`src/rtl/video_timing_pkg.sv`:
```
// rtl/video_timing_pkg.sv - shared timing presets and sync bundle type for the video timing generator
package video_timing_pkg;

  // 1280x720 @ 60 Hz (74.25 MHz pixel clock)
  localparam int V720_ACTIVE_H = 1280;
  localparam int V720_FP_H     = 110;
  localparam int V720_SYNC_H   = 40;
  localparam int V720_BP_H     = 220;
  localparam int V720_ACTIVE_V = 720;
  localparam int V720_FP_V     = 5;
  localparam int V720_SYNC_V   = 5;
  localparam int V720_BP_V     = 20;

  // 640x480 @ 60 Hz (25.175 MHz pixel clock)
  localparam int V480_ACTIVE_H = 640;
  localparam int V480_FP_H     = 16;
  localparam int V480_SYNC_H   = 96;
  localparam int V480_BP_H     = 48;
  localparam int V480_ACTIVE_V = 480;
  localparam int V480_FP_V     = 10;
  localparam int V480_SYNC_V   = 2;
  localparam int V480_BP_V     = 33;

  // Signals that travel together through the alignment delay line
  typedef struct packed {
    logic hs;
    logic vs;
    logic ad;
  } sync_bits_t;

endpackage

```
`src/rtl/sig_delay.sv`:
```
// rtl/sig_delay.sv - synchronous-reset shift register, DEPTH=0 is a wire
module sig_delay #(
  parameter int WIDTH = 1,
  parameter int DEPTH = 1
) (
  input  logic             clk_pixel_in,
  input  logic             rst_in,
  input  logic [WIDTH-1:0] data_in,
  output logic [WIDTH-1:0] data_out
);

  generate
    if (DEPTH == 0) begin : g_pass
      wire unused_pass = &{1'b0, clk_pixel_in, rst_in};
      assign data_out = data_in;
    end else begin : g_shift
      logic [WIDTH-1:0] stage_q [DEPTH];

      // Shift one stage per pixel; reset clears every stage so no stale sync escapes
      always_ff @(posedge clk_pixel_in) begin
        if (rst_in) begin
          for (int i = 0; i < DEPTH; i++) stage_q[i] <= '0;
        end else begin
          stage_q[0] <= data_in;
          for (int i = 1; i < DEPTH; i++) stage_q[i] <= stage_q[i-1];
        end
      end

      assign data_out = stage_q[DEPTH-1];
    end
  endgenerate

endmodule

```
`src/rtl/video_timing_scaled.sv`:
```
// rtl/video_timing_scaled.sv - parametrised raster timing with scaled coordinates and aligned sync copies
module video_timing_scaled
  import video_timing_pkg::*;
#(
  parameter int ACTIVE_H    = V720_ACTIVE_H,
  parameter int FP_H        = V720_FP_H,
  parameter int SYNC_H      = V720_SYNC_H,
  parameter int BP_H        = V720_BP_H,
  parameter int ACTIVE_V    = V720_ACTIVE_V,
  parameter int FP_V        = V720_FP_V,
  parameter int SYNC_V      = V720_SYNC_V,
  parameter int BP_V        = V720_BP_V,
  parameter int SCALE_SHIFT = 2,
  parameter int PIPE_DELAY  = 4,
  parameter int FC_WRAP     = 60,
  localparam int H_TOTAL    = ACTIVE_H + FP_H + SYNC_H + BP_H,
  localparam int V_TOTAL    = ACTIVE_V + FP_V + SYNC_V + BP_V,
  localparam int HW         = $clog2(H_TOTAL),
  localparam int VW         = $clog2(V_TOTAL),
  localparam int FW         = $clog2(FC_WRAP)
) (
  input  logic                   clk_pixel_in,
  input  logic                   rst_in,
  output logic [HW-1:0]          hcount_out,
  output logic [VW-1:0]          vcount_out,
  output logic                   hs_out,
  output logic                   vs_out,
  output logic                   ad_out,
  output logic                   nf_out,
  output logic [FW-1:0]          fc_out,
  output logic [HW-SCALE_SHIFT-1:0] sx_out,
  output logic [VW-SCALE_SHIFT-1:0] sy_out,
  output logic                   pix_req_out,
  output logic                   hs_d_out,
  output logic                   vs_d_out,
  output logic                   ad_d_out
);

  if (SYNC_H <= 0) begin : g_chk_sync_h
    $error("SYNC_H must be greater than zero");
  end
  if (SYNC_V <= 0) begin : g_chk_sync_v
    $error("SYNC_V must be greater than zero");
  end
  if (SCALE_SHIFT < 0 || SCALE_SHIFT > 4) begin : g_chk_shift
    $error("SCALE_SHIFT must be in 0..4");
  end
  if ((ACTIVE_H % (1 << SCALE_SHIFT)) != 0 || (ACTIVE_V % (1 << SCALE_SHIFT)) != 0) begin : g_chk_div
    $error("ACTIVE_H and ACTIVE_V must be divisible by 2**SCALE_SHIFT");
  end
  if (FC_WRAP < 2) begin : g_chk_fc
    $error("FC_WRAP must be at least 2");
  end
  if (PIPE_DELAY < 0 || PIPE_DELAY > 31) begin : g_chk_delay
    $error("PIPE_DELAY must be in 0..31");
  end

  localparam logic [HW-1:0] H_LAST = HW'(H_TOTAL - 1);
  localparam logic [VW-1:0] V_LAST = VW'(V_TOTAL - 1);
  localparam logic [HW-1:0] H_ACT  = HW'(ACTIVE_H);
  localparam logic [VW-1:0] V_ACT  = VW'(ACTIVE_V);
  localparam logic [HW-1:0] H_SS   = HW'(ACTIVE_H + FP_H);
  localparam logic [HW:0]   H_SE   = (HW+1)'(ACTIVE_H + FP_H + SYNC_H);
  localparam logic [VW-1:0] V_SS   = VW'(ACTIVE_V + FP_V);
  localparam logic [VW:0]   V_SE   = (VW+1)'(ACTIVE_V + FP_V + SYNC_V);
  localparam logic [HW-1:0] H_MASK = HW'((1 << SCALE_SHIFT) - 1);
  localparam logic [VW-1:0] V_MASK = VW'((1 << SCALE_SHIFT) - 1);
  localparam logic [FW-1:0] FC_LAST = FW'(FC_WRAP - 1);

  logic          started_q;
  logic [HW-1:0] h_q, h_nx;
  logic [VW-1:0] v_q, v_nx;
  logic          hs_q, vs_q, ad_q, nf_q, pix_q;
  logic          ad_nx, nf_nx;
  logic [FW-1:0] fc_q;

  // Next raster position; the first cycle out of reset presents (0,0) rather than advancing past it
  always_comb begin
    h_nx = h_q + 1'b1;
    v_nx = v_q;
    if (!started_q) begin
      h_nx = '0;
      v_nx = '0;
    end else if (h_q == H_LAST) begin
      h_nx = '0;
      v_nx = (v_q == V_LAST) ? '0 : v_q + 1'b1;
    end
    ad_nx = (h_nx < H_ACT) && (v_nx < V_ACT);
    nf_nx = (h_nx == H_ACT) && (v_nx == V_ACT);
  end

  // Counters and decodes register together from the next position, so they never skew
  always_ff @(posedge clk_pixel_in) begin
    if (rst_in) begin
      started_q <= 1'b0;
      h_q       <= '0;
      v_q       <= '0;
      hs_q      <= 1'b0;
      vs_q      <= 1'b0;
      ad_q      <= 1'b0;
      nf_q      <= 1'b0;
      pix_q     <= 1'b0;
      fc_q      <= '0;
    end else begin
      started_q <= 1'b1;
      h_q       <= h_nx;
      v_q       <= v_nx;
      ad_q      <= ad_nx;
      hs_q      <= (h_nx >= H_SS) && ({1'b0, h_nx} < H_SE);
      vs_q      <= (v_nx >= V_SS) && ({1'b0, v_nx} < V_SE);
      nf_q      <= nf_nx;
      pix_q     <= ad_nx && ((h_nx & H_MASK) == '0) && ((v_nx & V_MASK) == '0);
      if (nf_nx) fc_q <= (fc_q == FC_LAST) ? '0 : fc_q + 1'b1;
    end
  end

  sync_bits_t now_bits, dly_bits;
  assign now_bits = {hs_q, vs_q, ad_q};

  sig_delay #(
    .WIDTH ($bits(sync_bits_t)),
    .DEPTH (PIPE_DELAY)
  ) u_sync_delay (
    .clk_pixel_in (clk_pixel_in),
    .rst_in       (rst_in),
    .data_in      (now_bits),
    .data_out     (dly_bits)
  );

  assign hcount_out  = h_q;
  assign vcount_out  = v_q;
  assign hs_out      = hs_q;
  assign vs_out      = vs_q;
  assign ad_out      = ad_q;
  assign nf_out      = nf_q;
  assign fc_out      = fc_q;
  assign sx_out      = h_q[HW-1:SCALE_SHIFT];
  assign sy_out      = v_q[VW-1:SCALE_SHIFT];
  assign pix_req_out = pix_q;
  assign hs_d_out    = dly_bits.hs;
  assign vs_d_out    = dly_bits.vs;
  assign ad_d_out    = dly_bits.ad;

endmodule

```
`config.mk`:
```
export PLATFORM = sky130hd
export DESIGN_NAME = video_timing_scaled
export DESIGN_NICKNAME = d
export VERILOG_FILES = /design/src/rtl/video_timing_pkg.sv /design/src/rtl/sig_delay.sv /design/src/rtl/video_timing_scaled.sv
export SDC_FILE = /design/constraint.sdc
export NUM_CORES = 1
export LEC_CHECK = 0
export ABC_AREA = 1
export CAP_MARGIN = 20
export CELL_PAD_IN_SITES_DETAIL_PLACEMENT = 1
export CELL_PAD_IN_SITES_GLOBAL_PLACEMENT = 2
export CORE_MARGIN = 2
export CORE_UTILIZATION = 25
export DETAILED_ROUTE_END_ITERATION = 12
export HOLD_SLACK_MARGIN = 0.02
export PLACE_DENSITY = 0.75
export RECOVER_POWER = 50
export SETUP_SLACK_MARGIN = 0.5
export SKIP_CTS_REPAIR_TIMING = 1
export SYNTH_ARGS = -nofsm -noshare
export SYNTH_HDL_FRONTEND = slang
export SYNTH_HIERARCHICAL = 1
export SYNTH_SLANG_ARGS = --single-unit
```
`constraint.sdc`:
```
create_clock -name clk_pixel_in -period 1.8 [get_ports clk_pixel_in]
set_input_delay 0.36 -clock clk_pixel_in [delete_from_list [all_inputs] [get_ports clk_pixel_in]]
set_output_delay 0.36 -clock clk_pixel_in [all_outputs]
set_load 0.03 [all_outputs]
```
==> results.rst <==
.. list-table::
   :header-rows: 1

   * - Metric
     - Value
   * - Critical path required time
     - 2.06 ns
   * - Detailed Routing Iterations Pass 1
     - 4
   * - Power share of the clock group
     - 37.5%
   * - Internal power summed over all cells
     - 1.33 mW
   * - Skew-Pair Late Insertion Delay
     - 0.32 ns
   * - Top achievable clock speed
     - 484 MHz
   * - VDD IR max
     - 0.000296 V
   * - Filler Cells Inserted
     - 1339
   * - Number of synthesized register bits
     - 45
   * - Routed vias/inst
     - 4.32
   * - Clock root cell
     - clkbuf_8
   * - Worst relative slew slack
     - 74.1%
   * - Number of instances in the placed design
     - 654
   * - Largest net degree at the start of global routing
     - 18
   * - Via count of the first global-routing pass
     - 2956
   * - Switching Power
     - 0.513 mW
   * - Wire length of the first global-routing pass
     - 14300 um
   * - Syn-to-layout area delta
     - 64.4%
   * - Number of max-slew violations in the final report
     - 0
   * - Cell breakdown of the critical path
     - ha_4 -> inv_4 -> nor2_4 -> nand3_4 -> nor2_8 -> nand2_2 -> nand2_2 -> nand3_4 -> nor2_4 -> nand2_2 -> nor2_4 -> nand3_4 -> nand2_1 -> nand2_1 -> nor2_1
   * - Areal power density over the cells
     - 414 nW/um2
   * - Post-layout minimum cycle time
     - 2.07 ns
   * - Initial antenna violation count
     - 0
   * - Relative contribution of sequential cells to total power
     - 54.1%
   * - Leakage
     - 2.07 nW
   * - Hold WC Path Type
     - flop to flop
   * - DRC marker count from the first detailed-route iteration
     - 97
   * - Final-stage net count
     - 546
   * - Number of endpoints with negative hold slack in the final report
     - 0
   * - Max-cap violations
     - 0
   * - Share of synthesized registers carrying an async set or reset
     - 0%
   * - I/O Pins
     - 54
   * - Switching portion of total power
     - 27.8%
   * - CTS H-Tree Depth
     - 2
   * - Gate count after technology mapping
     - 406
   * - Count of antenna diodes in the layout
     - 0
   * - Post-synth EDFFs
     - 0
   * - Routed wire length
     - 9240 um
   * - Fin crit share
     - 115%
   * - Max stage delay cell, worst path
     - dfxtp_4
   * - Aggregate negative setup slack
     - -2.35 ns
   * - Category of the most critical setup path
     - flop to flop
   * - Number of nets produced by synthesis
     - 413
   * - Total of endpoints with negative setup slack in the final report
     - 11
   * - Global router's overall resource usage
     - 15.6%
   * - Area of the placeable core
     - 10700 um2
   * - Sequential cell area fraction in the yosys report
     - 33.2%
   * - Count of different cell masters after synthesis
     - 32
   * - Worst path bufs/invs
     - 1
   * - CTS tree
     - built
   * - Post-layout worst setup margin
     - -0.266 ns
   * - Fraction of power consumed by combinational cells
     - 8.4%
   * - Die boundary width
     - 108 um
   * - Overflow left after global routing
     - 0
   * - Actual slew at the worst max-slew pin
     - 0.386 ns
   * - Arr. time, crit path
     - 2.32 ns
   * - Global placer's final weighted congestion
     - 0.810
   * - Largest fanout on the critical path
     - 8
   * - Result of the run
     - finished, violations left
   * - Clock edge transition at the registers on the reported setup and hold paths
     - 0.10 ns
   * - Syn avg cell area
     - 6.68 um2
   * - Area enclosed by the die boundary
     - 11700 um2
   * - Maximum clock insertion buffer count
     - 2
   * - Mapped Area
     - 2710 um2
   * - FP Rows
     - 38
   * - Initial Utilization
     - 25.4%
   * - Max Clock Skew
     - 0.0107 ns
   * - Count of placed standard cells in the final layout, fillers left out
     - 680
   * - Layout cells sized above 1
     - 48.1%
   * - Post-route antenna net violation count
     - 0
   * - Dominant synthesized flop cell
     - dfxtp_1
   * - DRC
     - 0
   * - Final HPWL DP
     - 6950 um
   * - Input/output buffers
     - 53
   * - Number of clock sinks
     - 45
   * - Slowest cell delay on critical path
     - 0.40 ns
   * - Unrepaired setup endpoints after global routing
     - yes
   * - Num CTS Buffers
     - 5
   * - Worst-case setup slack after placement
     - -0.264 ns
   * - Kind of launch point of the worst setup path
     - flop
   * - Number of vias after detailed routing
     - 2937
   * - Kind of capture point of the worst setup path
     - flop
   * - Die Span Y
     - 108 um
   * - Gate family responsible for the most delay along the worst path
     - simple AND/OR/NAND/NOR gates
   * - Avg WL per Cell
     - 13.6 um
   * - Yosys warns
     - 6
   * - Violations in the final reports
     - setup timing
-- cell families (layout without fill, tap and decap cells) --
logic type / after synthesis / in the layout / synth area share, %
XOR/XNOR: 4 / 4 / 1.29
adder cells (fa/ha/maj): 5 / 5 / 2.31
AND/OR/NAND/NOR: 236 / 236 / 43.3
flip-flops: 45 / 45 / 33.2
AO/OA/AOI/OAI: 20 / 20 / 3.87
buffers and inverters: 96 / 230 / 16.0
-- cells in the final DEF (no fill, tap or decap), drive strengths merged --
| cell | netlist | layout |
|---|---|---|
| buf | 20 | 123 |
| nor3 | 13 | 13 |
| nand3b | 2 | 2 |
| a211oi | 1 | 1 |
| nand2 | 94 | 94 |
| xnor2 | 1 | 1 |
| dfxtp | 45 | 45 |
| clkinvlp | 0 | 1 |
| ha | 5 | 5 |
| or2 | 1 | 1 |
| nor2 | 82 | 82 |
| clkbuf | 3 | 30 |
| o211ai | 1 | 1 |
| and2 | 1 | 1 |
| nand3 | 33 | 33 |
| clkinv | 3 | 3 |
| xor2 | 3 | 3 |
| a21oi | 8 | 8 |
| nand4 | 10 | 10 |
| inv | 70 | 72 |
| dlygate4sd3 | 0 | 1 |
| o21ai | 10 | 10 |
-- power groups by stage --
stage          clock network (mW)  registers, mW  logic [mW]
2_1_floorplan                   0           1.04      0.0600
3_3_place_gp                    0           1.03       0.131
3_5_place_dp                    0           1.03       0.134
4_1_cts                     0.730           1.01       0.134
5_1_grt                     0.765           1.00       0.168
6_report                    0.693           1.00       0.155
-- layer usage --
metal  vias to the layer above  GRT usage (%)  share of wire (%)
met3                         9           2.47                2.6
met5                         -              0                  0
met2                        40           27.7                 51
li1                       1490              -                  -
met1                      1398           19.0                 44
met4                         0           5.31                2.0
-- final cells by class --
type / instances / area [um2] / share of cell area [%]
inverter: 73 / 283 / 6.34
clock inverter: 3 / 25.0 / 0.561
multi-input combinational: 265 / 1680 / 37.7
timing repair buffer: 149 / 1280 / 28.6
clock buffer: 5 / 68.8 / 1.54
sequential: 45 / 950 / 21.3
tap: 140 / 175 / 3.93
-- synth_stat cells (2+ instances only) --
library cell | n | area share [%]
o21ai_0 | 7 | 1.3
buf_2 | 2 | 0.37
buf_4 | 17 | 4.7
clkbuf_1 | 3 | 0.41
dfxtp_1 | 45 | 33
nand3_1 | 19 | 3.5
nand3_4 | 3 | 1.9
inv_1 | 63 | 8.7
xor2_1 | 3 | 0.97
nand2_1 | 85 | 12
nor2_2 | 8 | 1.8
nand3b_1 | 2 | 0.55
nand4_1 | 10 | 2.3
a21oi_1 | 8 | 1.5
nor2_4 | 5 | 2.1
ha_1 | 5 | 2.3
inv_2 | 7 | 0.97
nor2_1 | 68 | 9.4
o21ai_1 | 3 | 0.55
nand2_2 | 8 | 1.8
clkinv_1 | 2 | 0.28
nor3_1 | 13 | 2.4
nand3_2 | 11 | 4.1
-- sequential cells by signal (all words and copies together), names as in the netlist --
| signal | flops |
|---|---|
| nf_out | 1 |
| fc_out | 6 |
| u_sync_delay/g_shift.stage_q | 12 |
| hs_out | 1 |
| hcount_out | 11 |
| ad_out | 1 |
| pix_req_out | 1 |
| vs_out | 1 |
| vcount_out | 10 |
| started_q | 1 |
-- worst reg2reg max path, stage by stage (launching register included) --
cell	delay (ns)
dfxtp_4	0.40
ha_4	0.16
inv_4	0.05
nor2_4	0.10
nand3_4	0.10
nor2_8	0.18
nand2_2	0.08
nand2_2	0.08
nand3_4	0.09
nor2_4	0.17
nand2_2	0.09
nor2_4	0.13
nand3_4	0.14
nand2_1	0.10
nand2_1	0.05
nor2_1	0.09
-- path summary, 6_finish.rpt --
check	start	end	slack, ns	cells past startpoint
worst min-delay path	u_sync_delay/g_shift.stage_q[2][0]$_SDFF_PP0_	u_sync_delay/g_shift.stage_q[3][0]$_SDFF_PP0_	0.41	2
worst max-delay path	hcount_out[0]$_SDFF_PP0_	fc_out[4]$_SDFFE_PP0P_	-0.27	15
worst max register to register	hcount_out[0]$_SDFF_PP0_	fc_out[4]$_SDFFE_PP0P_	-0.27	15
worst min register to register	u_sync_delay/g_shift.stage_q[2][0]$_SDFF_PP0_	u_sync_delay/g_shift.stage_q[3][0]$_SDFF_PP0_	0.41	2
-- per-stage QoR --
stage | instance area (um2) | util [%] | power, mW | hold WS, ns
6_report | 4460 | 41.7 | 1.85 | 0.408
5_1_grt | 4460 | 41.7 | 1.93 | 0.429
4_1_cts | 4040 | 37.7 | 1.87 | 0.414
3_5_place_dp | 3940 | 36.9 | 1.16 | 0.400
3_3_place_gp | 3940 | 36.9 | 1.16 | 0.389
2_1_floorplan | 2800 | - | 1.10 | 0.388
(Power assumes the default switching activity.)
